--- config.mk ---
export PLATFORM = sky130hd
export DESIGN_NAME = field_builder
export DESIGN_NICKNAME = d
export VERILOG_FILES = /design/src/rtl/field_pkg.sv /design/src/rtl/lfsr16.sv /design/src/rtl/field_builder.sv
export SDC_FILE = /design/constraint.sdc
export NUM_CORES = 2
export LEC_CHECK = 0
export CAP_MARGIN = 10
export CORE_AREA = 2 2 751 753
export DETAILED_ROUTE_END_ITERATION = 10
export DIE_AREA = 0 0 753 755
export GPL_TIMING_DRIVEN = 0
export PLACE_DENSITY_LB_ADDON = 0.08
export SYNTH_ARGS = -nofsm -noshare
export SYNTH_HDL_FRONTEND = slang
export SYNTH_SLANG_ARGS = --single-unit
--- constraint.sdc ---
create_clock -name clk -period 18.3 [get_ports clk]
set_input_delay 3.66 -clock clk [delete_from_list [all_inputs] [get_ports clk]]
set_output_delay 3.66 -clock clk [all_outputs]
set_load 0.02 [all_outputs]
--- src/rtl/field_pkg.sv ---
// Shared definitions for the playfield blocks: cell encodings, LFSR seed
// and the rebuild sequencer states.
package field_pkg;

  localparam logic [1:0] CELL_EMPTY = 2'b00;
  localparam logic [1:0] CELL_SNAKE = 2'b01;
  localparam logic [1:0] CELL_APPLE = 2'b10;
  localparam logic [1:0] CELL_BLOCK = 2'b11;

  localparam logic [15:0] LFSR_SEED = 16'hACE1;

  typedef enum logic [2:0] {
    IDLE,
    CLEAR,
    PAINT,
    COUNT,
    PLACE,
    FIN
  } state_t;

endpackage

--- src/rtl/lfsr16.sv ---
// Free-running 16-bit Fibonacci LFSR (taps 16,14,13,11), usable by any
// game block that needs a cheap pseudo-random source.
module lfsr16
  import field_pkg::*;
(
  input  logic        clk,
  input  logic        rst,
  output logic [15:0] out
);

  logic [15:0] lfsr_q;
  logic [15:0] lfsr_d;

  // Shift left and feed back the XOR of the tapped bits.
  always_comb begin
    lfsr_d = {lfsr_q[14:0], lfsr_q[15] ^ lfsr_q[13] ^ lfsr_q[12] ^ lfsr_q[10]};
  end

  // State register, advances every cycle.
  always_ff @(posedge clk) begin
    if (rst) lfsr_q <= LFSR_SEED;
    else     lfsr_q <= lfsr_d;
  end

  assign out = lfsr_q;

endmodule

--- src/rtl/field_builder.sv ---
// Rebuilds the snake playfield cell map on each step: clears, paints the
// snake, counts empty cells and tops apples back up to N_APPLES.
module field_builder
  import field_pkg::*;
#(
  parameter int SIZE_X   = 10,
  parameter int SIZE_Y   = 10,
  parameter int MAX_LEN  = SIZE_X * SIZE_Y,
  parameter int N_APPLES = 1,
  parameter int RETRIES  = 4
) (
  input  logic                                 clk,
  input  logic                                 rst,
  input  logic                                 step,
  input  logic [15:0]                          length,
  input  logic [MAX_LEN*16-1:0]                snake_xy,
  input  logic [SIZE_X*SIZE_Y-1:0]             block_map,
  output logic [2*SIZE_X*SIZE_Y-1:0]           field,
  output logic [$clog2(SIZE_X*SIZE_Y+1)-1:0]   empty_cells,
  output logic [3:0]                           apples,
  output logic                                 busy,
  output logic                                 done,
  output logic                                 ate,
  output logic                                 full
);

  localparam int CELLS = SIZE_X * SIZE_Y;
  localparam int CW    = $clog2(CELLS + 1);
  localparam int FW    = $clog2(2 * CELLS);
  localparam int XW    = $clog2(MAX_LEN * 16);

  state_t              state_q, state_d;
  logic [2*CELLS-1:0]  field_q, field_d, reset_field;
  logic [CW-1:0]       empty_q, empty_d;
  logic [CW-1:0]       scan_q, scan_d;
  logic [CW-1:0]       ptr_q, ptr_d;
  logic [3:0]          apples_q, apples_d;
  logic [15:0]         seg_q, seg_d;
  logic [7:0]          retry_q, retry_d;
  logic                scan_mode_q, scan_mode_d;
  logic                ate_flag_q, ate_flag_d;
  logic                full_q, full_d;

  logic [15:0]         lfsr_out;
  logic [15:0]         len_eff;
  logic [15:0]         seg_xy;
  logic [7:0]          seg_x, seg_y;
  logic                seg_valid;
  logic [CW+7:0]       cell_idx;
  logic [CW-1:0]       rand_idx, place_idx;
  logic [FW-1:0]       paint_pos, count_pos, place_pos;

  lfsr16 u_lfsr (
    .clk (clk),
    .rst (rst),
    .out (lfsr_out)
  );

  // Remainder of v by CELLS using restoring shift-and-subtract.
  function automatic logic [CW-1:0] mod_cells(input logic [15:0] v);
    logic [31:0] rem;
    rem = {16'd0, v};
    for (int k = 15; k >= 0; k--) begin
      if (rem >= (32'(CELLS) << k)) rem = rem - (32'(CELLS) << k);
    end
    return CW'(rem);
  endfunction

  // Field pattern after reset: only wall cells are marked.
  always_comb begin
    reset_field = '0;
    for (int k = 0; k < CELLS; k++) begin
      if (block_map[k]) reset_field[2*k +: 2] = CELL_BLOCK;
    end
  end

  // Address generation for the painted segment, the counted cell and the
  // candidate apple cell.
  always_comb begin
    len_eff   = (length > 16'(MAX_LEN)) ? 16'(MAX_LEN) : length;
    seg_xy    = snake_xy[XW'({16'd0, seg_q} << 4) +: 16];
    seg_x     = seg_xy[7:0];
    seg_y     = seg_xy[15:8];
    seg_valid = (32'(seg_x) < 32'(SIZE_X)) && (32'(seg_y) < 32'(SIZE_Y));
    cell_idx  = (CW+8)'(seg_y) * (CW+8)'(SIZE_X) + (CW+8)'(seg_x);
    paint_pos = FW'({cell_idx, 1'b0});
    count_pos = FW'({scan_q, 1'b0});
    rand_idx  = mod_cells(lfsr_out);
    place_idx = scan_mode_q ? ptr_q : rand_idx;
    place_pos = FW'({place_idx, 1'b0});
  end

  // Sequencer next-state and datapath updates for each rebuild phase.
  always_comb begin
    state_d     = state_q;
    field_d     = field_q;
    empty_d     = empty_q;
    scan_d      = scan_q;
    ptr_d       = ptr_q;
    apples_d    = apples_q;
    seg_d       = seg_q;
    retry_d     = retry_q;
    scan_mode_d = scan_mode_q;
    ate_flag_d  = ate_flag_q;
    full_d      = full_q;
    case (state_q)
      IDLE: begin
        if (step) state_d = CLEAR;
      end
      CLEAR: begin
        for (int k = 0; k < CELLS; k++) begin
          if (field_q[2*k +: 2] != CELL_APPLE)
            field_d[2*k +: 2] = block_map[k] ? CELL_BLOCK : CELL_EMPTY;
        end
        empty_d     = '0;
        scan_d      = '0;
        seg_d       = '0;
        retry_d     = '0;
        scan_mode_d = 1'b0;
        ate_flag_d  = 1'b0;
        full_d      = 1'b0;
        state_d     = (len_eff == 16'd0) ? COUNT : PAINT;
      end
      PAINT: begin
        if (seg_valid) begin
          if (field_q[paint_pos +: 2] == CELL_APPLE) begin
            apples_d = apples_q - 4'd1;
            if (seg_q == 16'd0) ate_flag_d = 1'b1;
          end
          field_d[paint_pos +: 2] = CELL_SNAKE;
        end
        if (seg_q + 16'd1 >= len_eff) state_d = COUNT;
        else                          seg_d   = seg_q + 16'd1;
      end
      COUNT: begin
        if (field_q[count_pos +: 2] == CELL_EMPTY) empty_d = empty_q + CW'(1);
        if (scan_q == CW'(CELLS - 1))
          state_d = (apples_q >= 4'(N_APPLES)) ? FIN : PLACE;
        else
          scan_d = scan_q + CW'(1);
      end
      PLACE: begin
        if (apples_q >= 4'(N_APPLES)) begin
          state_d = FIN;
        end else if (empty_q == '0) begin
          full_d  = 1'b1;
          state_d = FIN;
        end else if (field_q[place_pos +: 2] == CELL_EMPTY) begin
          field_d[place_pos +: 2] = CELL_APPLE;
          apples_d    = apples_q + 4'd1;
          empty_d     = empty_q - CW'(1);
          retry_d     = '0;
          scan_mode_d = 1'b0;
        end else if (scan_mode_q) begin
          ptr_d = (ptr_q == CW'(CELLS - 1)) ? '0 : ptr_q + CW'(1);
        end else if (retry_q + 8'd1 >= 8'(RETRIES)) begin
          scan_mode_d = 1'b1;
          ptr_d       = (rand_idx == CW'(CELLS - 1)) ? '0 : rand_idx + CW'(1);
        end else begin
          retry_d = retry_q + 8'd1;
        end
      end
      FIN: begin
        state_d = step ? CLEAR : IDLE;
      end
      default: state_d = IDLE;
    endcase
  end

  // State registers with synchronous reset back to the wall-only field.
  always_ff @(posedge clk) begin
    if (rst) begin
      state_q     <= IDLE;
      field_q     <= reset_field;
      empty_q     <= '0;
      scan_q      <= '0;
      ptr_q       <= '0;
      apples_q    <= '0;
      seg_q       <= '0;
      retry_q     <= '0;
      scan_mode_q <= 1'b0;
      ate_flag_q  <= 1'b0;
      full_q      <= 1'b0;
    end else begin
      state_q     <= state_d;
      field_q     <= field_d;
      empty_q     <= empty_d;
      scan_q      <= scan_d;
      ptr_q       <= ptr_d;
      apples_q    <= apples_d;
      seg_q       <= seg_d;
      retry_q     <= retry_d;
      scan_mode_q <= scan_mode_d;
      ate_flag_q  <= ate_flag_d;
      full_q      <= full_d;
    end
  end

  assign field       = field_q;
  assign empty_cells = empty_q;
  assign apples      = apples_q;
  assign busy        = (state_q != IDLE) && (state_q != FIN);
  assign done        = (state_q == FIN);
  assign ate         = (state_q == FIN) && ate_flag_q;
  assign full        = full_q;

endmodule
==> impl_results.md <==
* Status: complete, but fails checks
* Failing checks: max-capacitance violations
* Seq/Total Area, Yosys at 18.4%
* Max-cap violations at 1
* Cell Area, Synth at 0.0404 mm²
* Crit path kind: flop to flop
* Final Max Tran Viols at 0
* Ys async rst share at 0%
* Mapped Avg Cell Area at 8.86 µm²
* Total Routing Usage GR at 21.4%
* Clock share of power at 8.6%
* Routed Antenna Nets at 0
* Post-Route Skew at 0.0598 ns
* Max transition margin at 0.863%
* Comb power frac at 76.6%
* Min Tclk post-route at 17.42 ns
* R2r startpoint: u_lfsr.out[11]
* Top_reg_cell synth: edfxtp_1
* Internal power at 0.00426 W
* Antenna violations before repair at 336
* Final net count at 8514
* Switching share of total power at 60.7%
* LEAKAGE at 23.2 nW
* Crit-path slowest cell: nor3_2
* Final Setup Violations at 0
* Clk root buf: clkbuf_16
* TritonCTS buffer count at 46
* Maximum VDD drop at 0.0814 mV
* Fmax at 57.4 MHz
* # DRC at 0
* Core ar. at 0.560 mm²
* Die height at 755 µm
* CP max stage delay at 0.80 ns
* Largest net degree at the start of global routing at 16
* CP required at 18.85 ns
* Routed Wire Length at 636 mm
* Design Power at 0.0108 W
* Area grow syn2layout at 87.0%
* Maximum fanout along the worst path at 10
* Clk_lat worst skew at 0.69 ns
* Vias in the first global route at 54700
* Crit path buffers/inverters at 10
* Vias/cell at 3.78
* Crit. End Element: flop
* PwrDens at 144 mW/mm²
* Max clock buf depth at 3
* Least-Margin Pin Slew at 1.48 ns
* Post-route design area at 0.0755 mm²
* Initial DRC count at 5190
* H-tree Lvls at 2
* I/O pins at 1934
* Sw Pwr at 0.00657 W
* Yosys warns at 0
* Die Area at 0.569 mm²
* CTS clock-pin slew for the worst setup and hold paths at 0.06 ns
* Drt wl/cell at 43.8 µm
* Worst hold path type: flop to flop
* Fin. Hold Viols at 0
* Num rows at 275
* Synth area leaders: mux4_2 (28%), edfxtp_1 (15%), a21oi_1 (6.9%)
* CTS Sinks at 271
* Startpoint of the worst hold path: full
* Routability cong. at 0.903
* Vias post-DR at 54900
* Yosys reg bits at 271
* 1st-pass router iterations at 6
* Cell family with most CP delay: simple AND/OR/NAND/NOR gates
* Area after DPL at 0.0718 mm²
* Period utilization at 95.2%
* Hpwl dp at 569 mm
* First-pass GRT wire length at 762 mm
* Post-synth EDFFs at 200
* Port bufs at 1932
* Sequential power share at 14.8%
* Initial Utilization at 7.21%
* Syn Inst Count at 4559
* Final core utilization at 13.5%
* Congestion Overflow GR at 0
* Synth unique cells at 128
* WP data arrival at 17.98 ns
* Die X at 753 µm
* TritonCTS clock tree: built
* Yosys top cell area share at 27.6%
* Synth area leader: mux4_2
* Share of cells above drive strength 1 at 18.2%
* Setup crit start: u_lfsr.out[11]
* Setup crit start kind: flop
worst register-to-register path: cells and delay by family (launching register included):
kind | cells | cell delay (ns)
AOI/OAI and AO/OA | 13 | 3.14
adders and majority gates | 6 | 1.68
buffers and inverters | 10 | 1.94
DFF | 1 | 0.30
and+or+nand+nor | 33 | 9.28
xor gates and xnor gates | 3 | 0.58
muxes | 1 | 0.35
sequential cells by signal (all words and copies together), names as in the netlist, 3 cells and up:
register     count
apples           4
empty_cells      7
field          200
ptr_q            7
retry_q          8
scan_q           7
seg_q           16
state_q          3
u_lfsr.out      16
worst paths after layout:
path,endpoint,slack (ns),depth (start not counted)
worst max-delay path,field[145],0.88,66
worst min-delay path,full,0.49,2
worst max register to register,field[145],0.88,66
worst min register to register,full,0.49,2
power groups by stage:
| stage | combinational (W) | sequential [W] | clock [W] |
|---|---|---|---|
| 2_1_floorplan | 0.00324 | 0.00154 | 0 |
| 3_3_place_gp | 0.00783 | 0.00163 | 0 |
| 3_5_place_dp | 0.00809 | 0.00163 | 0 |
| 4_1_cts | 0.00825 | 0.00162 | 0.000962 |
| 5_1_grt | 0.00862 | 0.00163 | 0.000973 |
| 6_report | 0.00830 | 0.00161 | 0.000929 |
layer usage:
| layer | up-vias | global-route usage (%) | routed length, µm |
|---|---|---|---|
| li1 | 22700 | - | - |
| met1 | 28600 | 26.2 | 261000 |
| met2 | 2784 | 37.2 | 308000 |
| met3 | 646 | 6.21 | 49700 |
| met4 | 142 | 4.45 | 17100 |
| met5 | - | 0 | 893 |
per-stage QoR:
step / setup WS (ns) / hold slack, ns / setup TNS (ns) / cells
after floorplan: 3.08 / 0.429 / 0 / 4567
after global placement: -11.69 / 0.460 / -3146.22 / 14000
after detailed placement: -4.33 / 0.469 / -1627.80 / 14100
after CTS: 0.0273 / 0.496 / 0 / 14200
after global routing: -0.0161 / 0.527 / -0.157 / 14300
final: 0.877 / 0.492 / 0 / 14500
what timing repair did:
item,CTS,global route
endpoints found under the setup margin,427,427
pin swaps,20,16
hold endpoints to repair,0,0
hold buffers,0,0
setup buffers,28,22
resized for setup,107,88
cells in the mapped netlist (10+ instances only):
cell	instances
o31ai_2	10
or4_1	10
xor2_1	36
mux2i_1	47
o21a_1	23
o311ai_0	23
mux2_2	23
or3_1	32
and3_1	54
o21ai_0	148
and4_1	14
nor3_1	199
or2_2	20
a311oi_1	18
a22oi_1	18
inv_1	62
nor3b_1	14
o31ai_1	170
mux4_2	495
o21ai_1	53
clkbuf_1	262
buf_1	60
a211oi_1	96
nor2b_1	111
a21boi_0	14
nor4_1	40
nand2_1	479
a21o_1	21
xnor2_1	76
a21oi_1	556
nand3_1	110
ha_1	58
nand4_1	25
o211ai_1	13
nand2b_1	36
buf_2	50
dfxtp_1	71
and2_1	33
nor2_1	416
a31oi_1	93
edfxtp_1	200
logic make-up (layout without fill, tap and decap cells):
logic type | Yosys count | count (layout) | share of synthesized area (%)
DFF | 271 | 271 | 18.4
xor gates and xnor gates | 118 | 118 | 2.67
and+or+nand+nor | 1656 | 1656 | 19.9
buffers and inverters | 457 | 2659 | 4.61
other | 1 | 286 | 0.00928
AOI/OAI and AO/OA | 1427 | 1427 | 22.9
adders and majority gates | 61 | 61 | 1.95
muxes | 568 | 568 | 29.5
area by class of cell:
type,count,area [µm²]
well taps,7479,9360
plain buffers,386,1800
diodes,277,693
repair buffers,2120,22200
multi-input cells,3839,32300
clock buffers,55,1210
inverters,70,267
flip-flops and latches,271,7430
clock inverters,28,270
fillers,64000,484000
placed cells by master (no fill, tap or decap), types with 147 or more instances in the layout:
cell / netlist / final
a21oi_1: 556 / 520
clkbuf_1: 262 / 183
clkdlybuf4s50_1: 0 / 1932
diode_2: 0 / 277
edfxtp_1: 200 / 200
mux4_2: 495 / 495
nand2_1: 479 / 476
nor2_1: 416 / 394
nor3_1: 199 / 184
o21ai_0: 148 / 147
o31ai_1: 170 / 167
(Power assumes the default switching activity.)
